File: config.mk
export PLATFORM = sky130hd
export DESIGN_NAME = im_loader
export DESIGN_NICKNAME = d
export VERILOG_FILES = /design/src/rtl/im_loader_pkg.sv /design/src/rtl/im_loader_word_assembler.sv /design/src/rtl/im_loader.sv
export SDC_FILE = /design/constraint.sdc
export NUM_CORES = 1
export LEC_CHECK = 0
export ABC_AREA = 1
export CAP_MARGIN = 20
export CORE_MARGIN = 2
export CORE_UTILIZATION = 51
export DETAILED_ROUTE_END_ITERATION = 10
export GPL_ROUTABILITY_DRIVEN = 0
export PLACE_DENSITY = 0.87
export REMOVE_ABC_BUFFERS = 1
export SETUP_SLACK_MARGIN = 0.4
export SYNTH_ARGS = -nofsm -noshare
export SYNTH_HDL_FRONTEND = slang
export SYNTH_SLANG_ARGS = --single-unit
export TNS_END_PERCENT = 20
File: constraint.sdc
create_clock -name clk -period 1.8 [get_ports clk]
set_input_delay 0.36 -clock clk [delete_from_list [all_inputs] [get_ports clk]]
set_output_delay 0.36 -clock clk [all_outputs]
set_load 0.005 [all_outputs]
File: src/rtl/im_loader_pkg.sv
// Shared constants for the instruction-memory loader: FSM state encodings and
// the byte-lane layout of a 32-bit little-endian word.
package im_loader_pkg;

  localparam logic [2:0] S_IDLE   = 3'd0;
  localparam logic [2:0] S_LEN_LO = 3'd1;
  localparam logic [2:0] S_LEN_HI = 3'd2;
  localparam logic [2:0] S_DATA   = 3'd3;
  localparam logic [2:0] S_CHECK  = 3'd4;
  localparam logic [2:0] S_DONE   = 3'd5;
  localparam logic [2:0] S_ERR    = 3'd6;

  localparam int         BYTE_W    = 8;
  localparam logic [1:0] LAST_LANE = 2'd3;

endpackage

File: src/rtl/im_loader_word_assembler.sv
// Packs payload bytes into little-endian words and keeps the running XOR
// checksum; flags the cycle on which the fourth byte of a word arrives.
module word_assembler
  import im_loader_pkg::*;
(
  input  logic        clk,
  input  logic        rst_n,
  input  logic        i_clear,
  input  logic        i_byte_en,
  input  logic [7:0]  i_byte,
  output logic        o_word_ready,
  output logic [31:0] o_word,
  output logic [7:0]  o_checksum
);

  logic [1:0]  r_idx;
  logic [31:0] r_lanes;
  logic [7:0]  r_chk;
  logic [31:0] w_merged;

  // The completed word includes the byte arriving this cycle so the writer
  // can register it on the same edge.
  always_comb begin
    w_merged = r_lanes;
    w_merged[{r_idx, 3'b000} +: BYTE_W] = i_byte;
  end

  assign o_word_ready = i_byte_en && (r_idx == LAST_LANE);
  assign o_word       = w_merged;
  assign o_checksum   = r_chk;

  always_ff @(posedge clk or negedge rst_n) begin
    if (!rst_n) begin
      r_idx   <= '0;
      r_lanes <= '0;
      r_chk   <= '0;
    end else if (i_clear) begin
      r_idx   <= '0;
      r_lanes <= '0;
      r_chk   <= '0;
    end else if (i_byte_en) begin
      r_lanes <= w_merged;
      r_idx   <= r_idx + 2'd1;
      r_chk   <= r_chk ^ i_byte;
    end
  end

endmodule

File: src/rtl/im_loader.sv
// Boot-time instruction-memory loader: turns a length/payload/checksum byte
// frame into word writes and releases the CPU reset once the image verifies.
module im_loader
  import im_loader_pkg::*;
#(
  parameter int ADDR_W    = 16,
  parameter int MAX_WORDS = 128
) (
  input  logic              clk,
  input  logic              rst_n,
  input  logic              load_req,
  input  logic              byte_valid,
  input  logic [7:0]        byte_data,
  output logic              we,
  output logic [ADDR_W-1:0] waddr,
  output logic [31:0]       wdata,
  output logic              cpu_rst_n,
  output logic              done,
  output logic              error
);

  logic [2:0]        r_state;
  logic [15:0]       r_len;
  logic [15:0]       r_word_idx;
  logic              r_we;
  logic [ADDR_W-1:0] r_waddr;
  logic [31:0]       r_wdata;
  logic              r_cpu_rst_n;
  logic              r_done;
  logic              r_error;

  logic              w_data_byte;
  logic              w_word_ready;
  logic [31:0]       w_word;
  logic [7:0]        w_checksum;
  logic [15:0]       w_len_full;

  // A load request wins over a byte on the same cycle, so that byte never
  // reaches the assembler.
  assign w_data_byte = byte_valid && !load_req && (r_state == S_DATA);
  assign w_len_full  = {byte_data, r_len[7:0]};

  word_assembler u_asm (
    .clk          (clk),
    .rst_n        (rst_n),
    .i_clear      (load_req),
    .i_byte_en    (w_data_byte),
    .i_byte       (byte_data),
    .o_word_ready (w_word_ready),
    .o_word       (w_word),
    .o_checksum   (w_checksum)
  );

  always_ff @(posedge clk or negedge rst_n) begin
    if (!rst_n) begin
      r_state     <= S_IDLE;
      r_len       <= '0;
      r_word_idx  <= '0;
      r_we        <= 1'b0;
      r_waddr     <= '0;
      r_wdata     <= '0;
      r_cpu_rst_n <= 1'b0;
      r_done      <= 1'b0;
      r_error     <= 1'b0;
    end else begin
      r_we <= 1'b0;
      if (load_req) begin
        r_state     <= S_LEN_LO;
        r_word_idx  <= '0;
        r_cpu_rst_n <= 1'b0;
        r_done      <= 1'b0;
        r_error     <= 1'b0;
      end else begin
        case (r_state)
          S_LEN_LO: begin
            if (byte_valid) begin
              r_len[7:0] <= byte_data;
              r_state    <= S_LEN_HI;
            end
          end
          S_LEN_HI: begin
            if (byte_valid) begin
              r_len[15:8] <= byte_data;
              if (w_len_full > 16'(MAX_WORDS)) begin
                r_state <= S_ERR;
                r_error <= 1'b1;
              end else if (w_len_full == 16'd0) begin
                r_state <= S_CHECK;
              end else begin
                r_state <= S_DATA;
              end
            end
          end
          // The last word moves straight to CHECK so a checksum byte arriving
          // while that write is on the bus is still caught.
          S_DATA: begin
            if (w_word_ready) begin
              r_we       <= 1'b1;
              r_waddr    <= ADDR_W'({r_word_idx, 2'b00});
              r_wdata    <= w_word;
              r_word_idx <= r_word_idx + 16'd1;
              if ((r_word_idx + 16'd1) == r_len) begin
                r_state <= S_CHECK;
              end
            end
          end
          S_CHECK: begin
            if (byte_valid) begin
              if (byte_data == w_checksum) begin
                r_state     <= S_DONE;
                r_done      <= 1'b1;
                r_cpu_rst_n <= 1'b1;
              end else begin
                r_state <= S_ERR;
                r_error <= 1'b1;
              end
            end
          end
          default: begin
          end
        endcase
      end
    end
  end

  assign we        = r_we;
  assign waddr     = r_waddr;
  assign wdata     = r_wdata;
  assign cpu_rst_n = r_cpu_rst_n;
  assign done      = r_done;
  assign error     = r_error;

endmodule

==> impl_metrics.csv <==
group,metric,value,unit
run_status,status,"finished, violations left",
run_status,violations,"setup timing",
timing,setup_viol_count_final,4,
final_layout,synthToLayoutAreaGrowth,41.1,%
power,p_sw,2.88,mW
timing,rsz0062_at_grt,"true",
placed_design,port_buffers,61,
timing,final_hold_viol_count,0,
power,p_int,5.60,mW
timing,setup-tns-final,-0.697,ns
setup_path,r2r_slack,-0.24,ns
final_layout,finalInstanceArea,8050,um2
die,dieWidth,110,um
die,fp.dieH,110,um
global_routing,grt_max_degree,50,
timing,slew_headroom,66.2,%
placed_design,dp_hpwl,10.4,mm
power,cellLeakagePower,3.60,nW
yosys,yosysWarnings,0,
yosys,synth-seq-cells,118,
clocking,cts_tree,"yes",
setup_path,cpMostUsedCell,"nand2_1",
yosys,synthDistinctLibCells,32,
detailed_routing,route.detailed.drc,0,
global_routing,grt_pass1_vias,5740,
clocking,cts.sink_count,118,
setup_path,slowest_delay,0.43,ns
die,core-area,10900,um2
power,sw_frac_of_total,33.9,%
setup_path,crit_slowest_cell,"dfrtp_1",
clocking,insertion_delay,0.54,ns
final_layout,multi_input_area,2920,um2
die,num_rows,38,
detailed_routing,routed_via_density,6.35,
setup_path,critPathKind,"reg2reg",
yosys,syn_area_per_cell,8.27,um2
global_routing,grtUsageTotal,31.9,%
clocking,clock_path_buffers,2,
clocking,cts_buffers,17,
setup_path,rr_worst_depth,15,
setup_path,reg2reg_from,"r_word_idx[0]",
setup_path,path_max_fanout,5,
timing,fin_crit_sh,113,%
detailed_routing,drt-initial-drc-count,647,
power,peakVddDrop,0.840,mV
yosys,synthCells,690,
yosys,syn_area,5710,um2
die,initial_utilization,52.4,%
timing,drv_slew,0,
final_layout,register_area,2960,um2
final_layout,fillers,649,
setup_path,startpoint,"r_word_idx[0]",
clocking,clk_pin_slew,0.06,ns
timing,fin_skew,0.0109,ns
timing,min_period,2.04,ns
clocking,clock-root-buffer,"clkbuf_8",
detailed_routing,ant_nets,0,
setup_path,crit_family,"simple AND/OR/NAND/NOR gates",
power,combPwrFrac,22.8,%
global_routing,grt_overflow_total,0,
detailed_routing,wl,20.5,mm
setup_path,worst_setup_path_end_kind,"register",
die,die_area,12100,um2
yosys,ys_seq_area_share,51.7,%
placed_design,place_area,6820,um2
clocking,htreeDepth,4,
setup_path,cp_num_buf_inv,1,
die,io_pins,64,
final_layout,utilization,74.0,%
final_layout,antennaDiodeCount,0,
global_routing,grt_pass1_wl,29.1,mm
detailed_routing,vias,6109,
setup_path,r2r-end,"r_state[2]",
detailed_routing,drtPass1Iterations,8,
final_layout,fin_nets,827,
power,clock_power_share,38.8,%
global_routing,grt_antenna_before_repair,0,
setup_path,cp.arrival,2.46,ns
power,power.density,1050,nW/um2
power,totalPowerFinal,8.47,mW
timing,tightest_slew,0.507,ns
setup_path,required,2.22,ns
timing,worst_slack,-0.240,ns
final_layout,drive_above_1_share,35.5,%
timing,max_freq,490,MHz
run,maxCapViolCount,0,
setup_path,worstPathCellList,"ha_4, nand2_2, nor2_4, buf_4, nand3_1, nand2_1, nand3_1, nand2_1, nand3_1, nor2_2, nand2_1, nand2_2, nand2_2, nand2_1, nand2_1",
detailed_routing,routedWlPerCell,21.3,um
setup_path,crit_path_start_kind,"register",
power,power_frac_seq,38.4,%
min_path,hold_class,"in2async",
[repair_timing]
item | CTS | global route
hold endpoints to repair | 21 | 0
hold buffers | 1 | 0
pin swaps | 32 | 29
buffers inserted | 11 | 6
setup endpoints to repair | 148 | 158
resized for setup | 319 | 93
[cell usage in the layout, fill, tap and decap left out, types with 4 or more instances in the layout]
master,synthesis,final
o22ai_4,0,10
o22ai_1,51,21
nand4_1,13,13
inv_1,100,79
o22ai_2,0,20
o21ai_1,1,20
buf_4,3,48
xnor2_1,8,8
dfrtp_2,0,6
nor2_4,4,11
inv_2,4,20
clkinv_2,0,6
nand2_2,4,18
nand3b_1,4,4
clkbuf_16,0,16
nor2_2,6,7
nor2_1,31,23
buf_12,0,7
buf_2,4,50
buf_6,0,13
a21oi_1,4,4
o32ai_4,0,5
nand2_1,160,145
clkdlybuf4s50_1,0,10
clkinvlp_4,0,6
nand3_1,43,31
nand3_4,0,4
o21ai_0,78,44
dfrtp_1,118,112
nand3_2,1,9
xor2_1,4,4
ha_4,0,5
o21ai_2,1,16
[per-layer routing]
metal / part of all wire, % / vias up / track usage (%)
met1: 36 / 2906 / 38.7
met4: 6.6 / 0 / 17.8
li1: - / 2505 / -
met5: 0 / - / 0
met3: 9.9 / 156 / 8.36
met2: 48 / 542 / 51.8
[flip-flops by register name, summed over array words and instances (netlist names)]
signal            flops
error                 1
r_len                16
waddr                14
u_asm.r_lanes        24
u_asm.r_idx           2
u_asm.o_checksum      8
r_word_idx           16
done                  1
r_state               3
wdata                32
we                    1
[how the worst max path moves through the flow]
stage	end	slack (ns)	cells after the start
global route	r_state[0]	-0.33	15
CTS	r_state[2]	-0.15	16
global placement	r_state[0]	-0.31	14
detailed placement	r_state[2]	-0.37	14
finish	r_state[2]	-0.24	15
floorplan	r_word_idx[10]	-1.76	4
[cells by family (layout without fill, tap and decap cells)]
kind of cell / after synthesis / after routing / synth area share (%)
AO/OA/AOI/OAI: 145 / 145 / 14.5
XOR/XNOR: 13 / 13 / 2.24
adder cells (fa/ha/maj): 6 / 6 / 1.32
buffers and inverters: 136 / 267 / 9.23
flip-flops: 118 / 118 / 51.7
other: 1 / 2 / 0.0657
AND/OR/NAND/NOR: 271 / 271 / 20.9
[per-stage QoR]
step                hold WS [ns]  setup slack [ns]  std cells
global placement           0.281            -0.313        912
global route               0.297            -0.332        962
floorplan                 0.0644             -1.76        660
detailed placement         0.286            -0.366        912
finish                     0.270            -0.240        962
CTS                        0.273            -0.148        956
[power by group through the flow]
stage | clock network (mW) | logic, mW | registers (mW)
detailed placement | 0 | 1.37 | 3.22
CTS | 3.20 | 1.59 | 3.19
floorplan | 0 | 0.869 | 3.14
finish | 3.29 | 1.93 | 3.26
global route | 3.40 | 2.06 | 3.27
global placement | 0 | 1.29 | 3.20
[final cells by class]
type                    count  area share [%]
clock buffers              18            5.19
multi-input cells         437            36.3
flip-flops and latches    118            36.8
inverters                 105            5.19
clock inverters            14            1.69
well taps                 140            2.18
repair buffers            130            12.7
[synthesized netlist by cell type, drive strengths merged]
master / instances / area (um2)
a21oi: 4 / 20.0
buf: 8 / 46.3
clkbuf: 23 / 86.3
clkinv: 1 / 3.75
conb: 1 / 3.75
dfrtp: 118 / 2950
ha: 6 / 75.1
inv: 104 / 390
nand2: 165 / 637
nand3: 44 / 225
nand3b: 4 / 30.0
nand4: 13 / 81.3
nor2: 41 / 199
nor3: 3 / 15.0
o211ai: 2 / 15.0
o21ai: 80 / 404
o22ai: 51 / 319
o32ai: 8 / 70.1
or3: 1 / 6.26
xnor2: 8 / 70.1
xnor3: 1 / 22.5
xor2: 4 / 35.0
(Power assumes the default switching activity.)
